[src/rtl/wave_pkg.sv]
// Shared constants and state encodings for the field-dump serial link (both directions).
package wave_pkg;
  localparam int WORD_W       = 32;
  localparam int N_WORDS      = 100;
  localparam logic [7:0] HEADER_BYTE = 8'h01;
  localparam int HEADER_LEN   = 4;
  localparam int DELAY_FRAMES = 234;

  typedef enum logic [1:0] {RX_IDLE, RX_START, RX_DATA, RX_STOP} rx_state_t;
  typedef enum logic {ASM_HUNT, ASM_DATA} asm_state_t;
endpackage

[src/rtl/uart_rx.sv]
// 8N1 byte receiver: 2-flop line synchronizer, mid-bit sampling, stop-bit check.
// byte_valid fires once per byte as the stop bit is sampled; no backpressure, consumer must take every byte.
module uart_rx
  import wave_pkg::*;
#(
  parameter int DELAY_FRAMES = wave_pkg::DELAY_FRAMES
) (
  input  logic       clk,
  input  logic       rst_n,
  input  logic       rx,
  output logic [7:0] byte_data,
  output logic       byte_valid,
  output logic       byte_err
);
  localparam int TW = $clog2(DELAY_FRAMES + 1);
  localparam int HALF = (DELAY_FRAMES + 1) / 2;
  localparam logic [TW-1:0] T_HALF = TW'(HALF - 1);
  localparam logic [TW-1:0] T_BIT  = TW'(DELAY_FRAMES);

  rx_state_t     state;
  logic [1:0]    sync;
  logic [TW-1:0] timer;
  logic [2:0]    bit_cnt;
  logic [7:0]    shreg;
  logic          rx_s;

  assign rx_s      = sync[1];
  assign byte_data = shreg;

  always_ff @(posedge clk or negedge rst_n) begin
    if (!rst_n) begin
      sync       <= 2'b11;
      state      <= RX_IDLE;
      timer      <= '0;
      bit_cnt    <= '0;
      shreg      <= '0;
      byte_valid <= 1'b0;
      byte_err   <= 1'b0;
    end else begin
      sync       <= {sync[0], rx};
      byte_valid <= 1'b0;
      byte_err   <= 1'b0;
      case (state)
        RX_IDLE: begin
          timer   <= '0;
          bit_cnt <= '0;
          if (!rx_s) state <= RX_START;
        end
        RX_START: begin
          // A start bit that is high again at mid-bit is treated as line noise.
          if (timer == T_HALF) begin
            timer <= '0;
            state <= rx_s ? RX_IDLE : RX_DATA;
          end else begin
            timer <= timer + 1'b1;
          end
        end
        RX_DATA: begin
          if (timer == T_BIT) begin
            timer   <= '0;
            shreg   <= {rx_s, shreg[7:1]};
            bit_cnt <= bit_cnt + 3'd1;
            if (bit_cnt == 3'd7) state <= RX_STOP;
          end else begin
            timer <= timer + 1'b1;
          end
        end
        RX_STOP: begin
          if (timer == T_BIT) begin
            timer      <= '0;
            byte_valid <= 1'b1;
            byte_err   <= !rx_s;
            state      <= RX_IDLE;
          end else begin
            timer <= timer + 1'b1;
          end
        end
        default: state <= RX_IDLE;
      endcase
    end
  end
endmodule

[src/rtl/receive_array.sv]
// Frame assembler: hunts for a 4x 0x01 header, then packs little-endian bytes into indexed word strobes.
// Strobes follow the final stop-bit sample by one cycle; no backpressure, every strobe must be consumed.
module receive_array
  import wave_pkg::*;
#(
  parameter int DELAY_FRAMES = wave_pkg::DELAY_FRAMES,
  parameter int N_WORDS      = wave_pkg::N_WORDS
) (
  input  logic                       clk,
  input  logic                       rst_n,
  input  logic                       uart_rx,
  output logic [WORD_W-1:0]          word_data,
  output logic [$clog2(N_WORDS)-1:0] word_index,
  output logic                       word_valid,
  output logic                       frame_done,
  output logic                       frame_error,
  output logic                       busy
);
  localparam int IW  = $clog2(N_WORDS);
  localparam int HCW = $clog2(HEADER_LEN);
  localparam logic [IW-1:0]  W_LAST   = IW'(N_WORDS - 1);
  localparam logic [HCW-1:0] HDR_LAST = HCW'(HEADER_LEN - 1);

  logic [7:0]    byte_data;
  logic          byte_valid;
  logic          byte_err;
  asm_state_t    state;
  logic [HCW-1:0] hdr_cnt;
  logic [1:0]    byte_cnt;
  logic [23:0]   acc;
  logic [IW-1:0] wcnt;

  uart_rx #(.DELAY_FRAMES(DELAY_FRAMES)) u_rx (
    .clk        (clk),
    .rst_n      (rst_n),
    .rx         (uart_rx),
    .byte_data  (byte_data),
    .byte_valid (byte_valid),
    .byte_err   (byte_err)
  );

  always_ff @(posedge clk or negedge rst_n) begin
    if (!rst_n) begin
      state       <= ASM_HUNT;
      hdr_cnt     <= '0;
      byte_cnt    <= '0;
      acc         <= '0;
      wcnt        <= '0;
      word_data   <= '0;
      word_index  <= '0;
      word_valid  <= 1'b0;
      frame_done  <= 1'b0;
      frame_error <= 1'b0;
      busy        <= 1'b0;
    end else begin
      word_valid  <= 1'b0;
      frame_done  <= 1'b0;
      frame_error <= 1'b0;
      if (byte_valid) begin
        case (state)
          ASM_HUNT: begin
            if (!byte_err && byte_data == HEADER_BYTE) begin
              if (hdr_cnt == HDR_LAST) begin
                state      <= ASM_DATA;
                busy       <= 1'b1;
                hdr_cnt    <= '0;
                byte_cnt   <= '0;
                wcnt       <= '0;
                word_index <= '0;
              end else begin
                hdr_cnt <= hdr_cnt + 1'b1;
              end
            end else begin
              hdr_cnt <= '0;
            end
          end
          ASM_DATA: begin
            // A framing error abandons the partial word; earlier strobes stand.
            if (byte_err) begin
              frame_error <= 1'b1;
              busy        <= 1'b0;
              byte_cnt    <= '0;
              state       <= ASM_HUNT;
            end else begin
              byte_cnt <= byte_cnt + 2'd1;
              case (byte_cnt)
                2'd0: acc[7:0]   <= byte_data;
                2'd1: acc[15:8]  <= byte_data;
                2'd2: acc[23:16] <= byte_data;
                default: begin
                  word_data  <= {byte_data, acc};
                  word_index <= wcnt;
                  word_valid <= 1'b1;
                  wcnt       <= wcnt + 1'b1;
                  if (wcnt == W_LAST) begin
                    frame_done <= 1'b1;
                    busy       <= 1'b0;
                    state      <= ASM_HUNT;
                  end
                end
              endcase
            end
          end
          default: state <= ASM_HUNT;
        endcase
      end
    end
  end
endmodule

[config.mk]
export PLATFORM = sky130hd
export DESIGN_NAME = receive_array
export DESIGN_NICKNAME = d
export VERILOG_FILES = /design/src/rtl/wave_pkg.sv /design/src/rtl/uart_rx.sv /design/src/rtl/receive_array.sv
export SDC_FILE = /design/constraint.sdc
export NUM_CORES = 1
export LEC_CHECK = 0
export CORE_UTILIZATION = 55
export CTS_BUF_LIST = sky130_fd_sc_hd__clkbuf_8
export CTS_CLUSTER_DIAMETER = 30
export DETAILED_ROUTE_END_ITERATION = 10
export GPL_ROUTABILITY_DRIVEN = 1
export PLACE_DENSITY_LB_ADDON = 0.3
export REMOVE_ABC_BUFFERS = 1
export SLEW_MARGIN = 30
export SYNTH_ARGS = -nofsm -noshare
export SYNTH_HDL_FRONTEND = slang
export SYNTH_SLANG_ARGS = --single-unit
[constraint.sdc]
create_clock -name clk -period 2.6 [get_ports clk]
set_clock_uncertainty 0.15 [all_clocks]
set_input_delay 0.52 -clock clk [delete_from_list [all_inputs] [get_ports clk]]
set_output_delay 0.52 -clock clk [all_outputs]
set_load 0.05 [all_outputs]
# After elaboration in Yosys (flattened, before gate mapping)
# Index checks and enable logic that the tools add are counted.
[word_totals]
inputBits = 3
reg_bits = 104
word_cells = 123
[op_classes]
reduce_logical = 19
n_bitwise = 3
n_mux = 54
n_eq_ne = 22
add_sub_neg = 5
[ops]
columns = ["cell", "count"]
rows = [
  ["7-bit two-way mux", 6],
  ["7-bit one-hot mux with 2 select lines", 2],
  ["1-bit two-way mux", 26],
  ["8-bit one-hot mux with 3 select lines", 1],
  ["2-bit two-way mux", 11],
  ["8-bit two-way mux", 2],
  ["4-bit AND reduction", 4],
  ["5-bit AND reduction", 3],
  ["2-bit inequality test (second input constant)", 5],
  ["8-bit by 1-bit adder with 8-bit output (second input constant)", 1],
  ["2-bit == test (second input constant)", 4],
  ["8-bit by 1-bit == test with 1-bit output (second input constant)", 1],
  ["8-bit by 7-bit == test with 1-bit output (second input constant)", 1],
  ["8-bit == test (second input constant)", 1],
  ["2-bit by 1-bit inequality test with 1-bit output (second input constant)", 4],
  ["2-bit one-hot mux with 4 select lines", 1],
  ["7-bit by 1-bit adder with 7-bit output (second input constant)", 1],
  ["7-bit == test (second input constant)", 1],
  ["3-bit one-hot mux with 2 select lines", 1],
  ["2-bit AND reduction", 3],
  ["2-bit by 1-bit adder with 2-bit output (second input constant)", 2],
  ["2-bit by 1-bit == test with 1-bit output (second input constant)", 2],
  ["2-bit zero test", 2],
  ["1-bit one-hot mux with 2 select lines", 2],
  ["other kinds (13)", 16],
]

# Logic depth before layout (Yosys ltp)
# Gate-level depths: netlist of the first run.
[depth]
ltp_word = 6
mapped_depth = 6
ltp_nobuf = 5

# By module
# From an unflattened synthesis of the first run, not the netlist that was laid out.
[hier_totals]
hier_cells = 333
area_unflattened_um2 = 4430.5
[by_module_without_submodules]
columns = ["module", "n_inst", "area_per_inst_um2", "cells_each", "seq_area_each_um2"]
rows = [
  ["receive_array", 1, 3239.4, 234, 1976.9],
  ["uart_rx", 1, 1191.1, 99, 628.1],
]

# Worst setup path before layout of the first run
# No wires, ideal clock.
[synth_timing]
path_kind = "register to register"
startpoint = "register u_rx.timer[0]"
endpoint = "register u_rx.shreg[0] (netlist: u_rx.byte_data[0])"
required_ns = 2.325
setup_ns = 0.125
slack_ns = 0.654
t_arrival_ns = 1.671
stages_incl_launch_ff = 6
period_less_slack_ns = 1.946
path_cell_list = "dfrtp_1 -> inv_1 -> ha_1 -> nand3b_1 -> nor3_2 -> mux2_2"
[synth_between]
elab_chain_cells = 2
[synth_lines]
columns = ["element", "line_no", "source"]
rows = [
  ["start: declaration", "uart_rx.sv:22", "logic [TW-1:0] timer;"],
  ["start signal: assignment", "uart_rx.sv:55", "timer <= timer + 1'b1;"],
  ["start signal: assignment", "uart_rx.sv:65", "timer <= timer + 1'b1;"],
  ["start signal: assignment", "uart_rx.sv:75", "timer <= timer + 1'b1;"],
  ["8-bit == test", "uart_rx.sv:59", "if (timer == T_BIT) begin"],
  ["2-bit AND reduction (no source line)", "n/a", ""],
  ["end signal: assignment", "uart_rx.sv:61", "shreg <= {rx_s, shreg[7:1]};"],
  ["end: declaration", "uart_rx.sv:24", "logic [7:0] shreg;"],
]
# No other way between the ends.
# A chain may end at the register's enable or synchronous reset.

# Worst setup path in the final report of the first run
[layout_timing]
startpoint = "register busy"
endpoint = "output port busy"
[layout_rtl]
columns = ["element", "line_no", "source"]
rows = [
  ["start: declaration", "receive_array.sv:17", "output logic busy"],
  ["start signal: assignment", "receive_array.sv:54", "busy <= 1'b0;"],
  ["start signal: assignment", "receive_array.sv:65", "busy <= 1'b1;"],
  ["start signal: assignment", "receive_array.sv:81", "busy <= 1'b0;"],
]
# No word-level cell between the ends.

==> results of run 1 <==
==> synth_stat cells, types with 2 or more instances <==
cell type	number	share of area (%)
a21boi_0	2	0.34
a21oi_1	4	0.45
a22oi_1	4	0.68
and3_1	2	0.28
buf_1	3	0.25
clkbuf_1	10	0.85
dfrtp_1	102	58
dfstp_2	2	1.2
ha_1	11	3.1
inv_1	12	1.0
mux2_1	2	0.51
mux2_2	30	7.6
nand2_1	131	11
nand2b_1	8	1.1
nand3_1	9	1.0
nand4b_1	2	0.40
nor2_1	2	0.17
nor3_1	2	0.23
o211ai_1	9	1.5
o21ai_0	13	1.5
o311ai_0	3	0.60
o31ai_1	3	0.51
o41ai_1	2	0.40
or2_2	2	0.28
or3_1	5	0.71
or4_1	3	0.51
or4_4	2	0.51
xor2_1	2	0.40
==> cells by family (layout without fill, tap and decap cells) <==
family / after synthesis / in the layout
and+or+nand+nor: 178 / 178
DFF: 104 / 104
AOI/OAI and AO/OA: 47 / 47
muxes: 34 / 34
buffers and inverters: 27 / 82
adders and majority gates: 11 / 11
xor gates and xnor gates: 3 / 3
==> through the flow <==
stage | hold slack [ns] | setup WS, ns | setup TNS, ns | area [µm²] | cells
2_1_floorplan | 0.07441 | -0.5942 | -25.00 | 4358 | 389
3_3_place_gp | 0.1988 | 0.4978 | 0 | 5014 | 545
3_5_place_dp | 0.2016 | 0.4217 | 0 | 5014 | 545
4_1_cts | 0.04874 | 0.3437 | 0 | 5223 | 561
5_1_grt | 0.06756 | 0.2643 | 0 | 5223 | 561
6_report | 0.03527 | 0.3746 | 0 | 5223 | 561
==> how the worst min path moves through the flow <==
stage	from	to	cells after the start
floorplan	rst_n	asynchronous set/reset pin	0
global placement	u_rx.sync[0]	u_rx.sync[1]	0
detailed placement	u_rx.sync[0]	u_rx.sync[1]	0
CTS	rst_n	u_rx.byte_data[4]	1
global route	rst_n	wcnt[2]	1
finish	rst_n	wcnt[2]	1
==> power by group <==
group	switching, mW	total [mW]	internal [mW]
combinational	0.0313	0.0389	0.00758
sequential	0.000895	1.62	1.62
clock	0.580	1.05	0.466
total	0.612	2.70	2.09
==> metal layers <==
| layer | wire length (µm) | vias up | track usage, % | share of wire [%] |
|---|---|---|---|---|
| met3 | 256 | 7 | 4.312 | 3.2 |
| met4 | 70 | 0 | 6.217 | 0.88 |
| met2 | 3880 | 38 | 34.46 | 49 |
| met5 | 0 | - | 0 | 0 |
| met1 | 3783 | 1499 | 29.03 | 47 |
| li1 | - | 1483 | - | - |
==> sequential cells by signal, summed over array words and instances (netlist names), named ones only <==
name             cells
u_rx.byte_valid      1
frame_error          1
busy                 1
byte_cnt             2
frame_done           1
u_rx.state           1
wcnt                 7
word_valid           1
word_data           32
u_rx.byte_data       8
u_rx.bit_cnt         3
hdr_cnt              2
word_index           7
u_rx.timer           8
u_rx.sync            2
u_rx.byte_err        1
state                1
acc                 24
==> final cells by class <==
| type | count | area (µm²) | area share (%) |
|---|---|---|---|
| multi-input combinational | 273 | 1708 | 32.70 |
| inverter | 12 | 45.04 | 0.8625 |
| sequential | 104 | 2605 | 49.88 |
| clock inverter | 7 | 85.08 | 1.629 |
| timing repair buffer | 54 | 528.0 | 10.11 |
| clock buffer | 9 | 123.9 | 2.372 |
| tap | 102 | 127.6 | 2.444 |
==> metrics.txt, run 1 <==
CTS resizes=0; clk slew on worst S/H paths=around 0.10 ns; IO Port Bufs=45; worst reg-to-reg path cell count=5; detailed placement HPWL=about 5400 µm; post-synthesis adder-cell area fraction=between 3 and 4%; minimum clock period after layout=roughly 2.2 ns; row count=32; Fmax=0.4494 GHz; family with the most delay on the worst path=buffers and inverters; Reg2Reg Setup Slack=a little under 0.4 ns; die area=around 8400 µm²; largest net degree at the start of global routing=53; crit share post-route=85.59%; WP data required=just under 2 ns; leading cell type in the layout, fill and taps excluded=nand2_1; nets=468; CP peak stage delay=approximately 0.81 ns; Syn Area/Cell=10.93 µm²; Synth Area in Compound Gates=between 7 and 8%; mapped cell area=about 4400 µm²; Diodes inserted=0; R2R Path Start=u_rx.timer[0]; cts hold-fix bufs=0; worst-skew pair later-pin latency=between 0.3 and 0.4 ns; Clock Path Buffers=2; Root Driver=clkbuf_8; grt total ovfl=0; P&R area growth vs syn=18.24%; routability cong.=0.7421; Die Wd=91.61 µm; register area share after synthesis=between 50% and 60%; #FFs+latches synth=around 100; CP Depth=1; core area=between 7000 and 8000 µm²; worst vdd ir=approximately 340 µV; Setup CP Type=reg2out; Syn. warnings=0; Synth Flop Type=dfrtp_1; most frequent cells in the layout=nand2_1 (131), dfrtp_1 (102), clkdlybuf4s50_1 (44); CP bufs+invs=1; Mapped Cells=404; share of cells above drive strength 1=between 10% and 20%; drt first pass iters=4; Worst setup EP type=output pin; RR Endpoint=u_rx.byte_data[0]; MaxCap Viol Count=0; Slowest-stage cell, CP=clkdlybuf4s50_1; Critical path origin=busy; post-route ant nets=0; Hold Crit Class=in2async; Slew Viols, Final=0; H-tree depth=3; CP Launch Type=flip-flop; Slew headroom=52.47%; Simple-Gate Fraction of Synth Area=a little under a fifth; RSZ-0062 raised after global routing=false; dominant combinational cell family by area after synthesis=simple AND/OR/NAND/NOR gates; DR DRC count=0; CP arrival=around 1.6 ns; WL/cell=14.24 µm; PwrDens=517.8 nW/µm²; Vias/cell=5.396; clock sinks=104; postcts setup bufs=0; mux contribution to synthesized area=a little under 9%; Iter 0 DRT Violations=between 100 and 150; Slew @ Worst Pin=approximately 0.70 ns; CTS tree=done; critical path cell sequence=clkdlybuf4s50_1; FFs w/ async S/R, synth=100.0%; initial antenna violation count=0; Leak=2.520 nW; CP endpoint=busy; Detailed Route WL=approximately 8000 µm; Final Setup Violations=0; Finished Core Util=between 60% and 70%; vias=approximately 3000; vias in the first global route=around 3000; IO Count=46; first-pass GRT wire length=roughly 14000 µm; status=finished clean; Final Hold Vio Count=0; die extent in y=between 90 and 100 µm; crit path max fanout=3; Post-synth EDFFs=0; GRT Overall Usage=between 20% and 30%; post-synthesis xor/xnor area fraction=less than 1%; starting density of the core=between 50% and 60%; Netlist cell types=50; filler instances=570; Pwr Total=~2.7 mW; Num CTS Buffers=9
Power figures use the tool's default switching activity.
==> run 2: changes to the inputs <==
Settings changed: TNS_END_PERCENT set to 20.
==> results of run 2 <==
The final DEF is identical to that of run 1; final timing and power are the same.
==> run 3: changes to the inputs <==
Clock period 2.6 ns to 2.51 ns, I/O delays scaled along.
==> metrics.txt, run 3 (synthesis results as in run 1) <==
Diodes inserted=0; cts hold-fix bufs=1; pre-CTS setup slack=0.4459 ns; Slew Viols, Final=0; post-route cell area=around 5200 µm²; CP bufs+invs=1; Largest regs=word_data: 32 flops, acc: 24 flops; vias in the first global route=roughly 3100; initial antenna violation count=0; Slew headroom=a little under two thirds; Sum Neg Setup Slack=0 ns; CP Launch Type=flip-flop; first-pass GRT wire length=~14000 µm; Final Setup Violations=0; Slowest-stage cell, CP=clkdlybuf4s50_1; CTS tree=done; leading cell type in the layout, fill and taps excluded=nand2_1; routability cong.=0.8850; Reg2Reg Setup Slack=0.45 ns; Detailed Route WL=roughly 8000 µm; core area=approximately 7700 µm²; CTS resizes=0; Worst setup EP type=output pin; max reg flops=32; GRT Overall Usage=21.63%; clock sinks=about 100; clk slew on worst S/H paths=0.09 ns; area taken by multi-input logic gates=around 1700 µm²; status=finished clean; post-route ant nets=0; Hold Crit Class=reg2reg; drt first pass iters=4; vias=3042; Fmax=approximately 0.45 GHz; Num CTS Buffers=9; Final WS setup=0.3059 ns; nets=roughly 470; crit share post-route=87.81%; worst-skew pair later-pin latency=0.36 ns; P&R area growth vs syn=17.45%; placed cell areas=~5000 µm²; CP Depth=1; Final Hold Vio Count=0; grt total ovfl=0; row count=32; Critical path origin=busy; RR Endpoint=u_rx.state[0]; crit path max fanout=3; family with the most delay on the worst path=buffers and inverters; Setup CP Type=reg2out; die area=approximately 8400 µm²; Leak=about 2.5 nW; hold_ws=0.2096 ns; DR DRC count=0; detailed placement HPWL=5285 µm; MaxCap Viol Count=0; minimum clock period after layout=between 2 and 2.5 ns; Seq. cell area=around 2600 µm²; CP arrival=about 1.6 ns; worst reg-to-reg path cell count=5; Vias/cell=about 5.4; IO Port Bufs=between 40 and 50; worst vdd ir=around 340 µV; Pwr Total=~2.6 mW; critical path cell sequence=clkdlybuf4s50_1; most frequent cells in the layout=nand2_1 (131), dfrtp_1 (102), clkdlybuf4s50_1 (44); postcts setup bufs=0; hold path start=u_rx.sync[0]; H-tree depth=3; CP peak stage delay=0.81 ns; WL/cell=around 14 µm; largest register by flop count=word_data; Worst Hold End=u_rx.sync[1]; largest net degree at the start of global routing=46; R2R Path Start=u_rx.timer[0]; filler instances=606; Root Driver=clkbuf_8; PwrDens=a little over 500 nW/µm²; Clock Path Buffers=2; Slew @ Worst Pin=0.5402 ns; hold-critical path depth=0; Die Wd=between 90 and 100 µm; WP data required=1.86 ns; RSZ-0062 raised after global routing=false; Iter 0 DRT Violations=147; starting density of the core=a little under three fifths; die extent in y=91.61 µm; share of cells above drive strength 1=between 10 and 15%; IO Count=46
==> run 3: per-stage QoR <==
step | util (%) | cells
3_5_place_dp | 64.78 | 544
3_3_place_gp | 64.78 | 544
5_1_grt | 67.13 | 560
6_report | 67.13 | 560
4_1_cts | 67.13 | 560
2_1_floorplan | - | 389
==> run 3: how the worst max path moves through the flow <==
stage	end	slack, ns
after global placement	u_rx.state[0]	0.54
after detailed placement	u_rx.state[0]	0.45
after floorplan	wcnt[1]	-0.68
after CTS	busy	0.28
after global routing	word_data[8]	0.25
final	busy	0.31
==> run 3: cell type report <==
| type | instances | area share [%] |
|---|---|---|
| well taps | 102 | 2.460 |
| flip-flops and latches | 104 | 50.22 |
| repair buffers | 54 | 10.23 |
| multi-input cells | 273 | 32.92 |
| clock buffers | 9 | 2.388 |
| inverters | 12 | 0.8683 |
| clock inverters | 6 | 0.9165 |
==> run 3: routing by layer <==
metal	global-route usage, %	up-vias	routed length (µm)
met4	8.466	0	127
met3	2.653	9	191
met2	35.03	37	3842
met1	30.05	1522	3816
li1	-	1474	-
met5	0	-	0
==> run 3: power breakdown <==
part / total (mW) / internal, mW / switching (mW)
Combinational: 0.0406 / 0.00794 / 0.0327
Clock: 0.922 / 0.358 / 0.564
Sequential: 1.68 / 1.68 / 0.000945
Total: 2.64 / 2.04 / 0.598
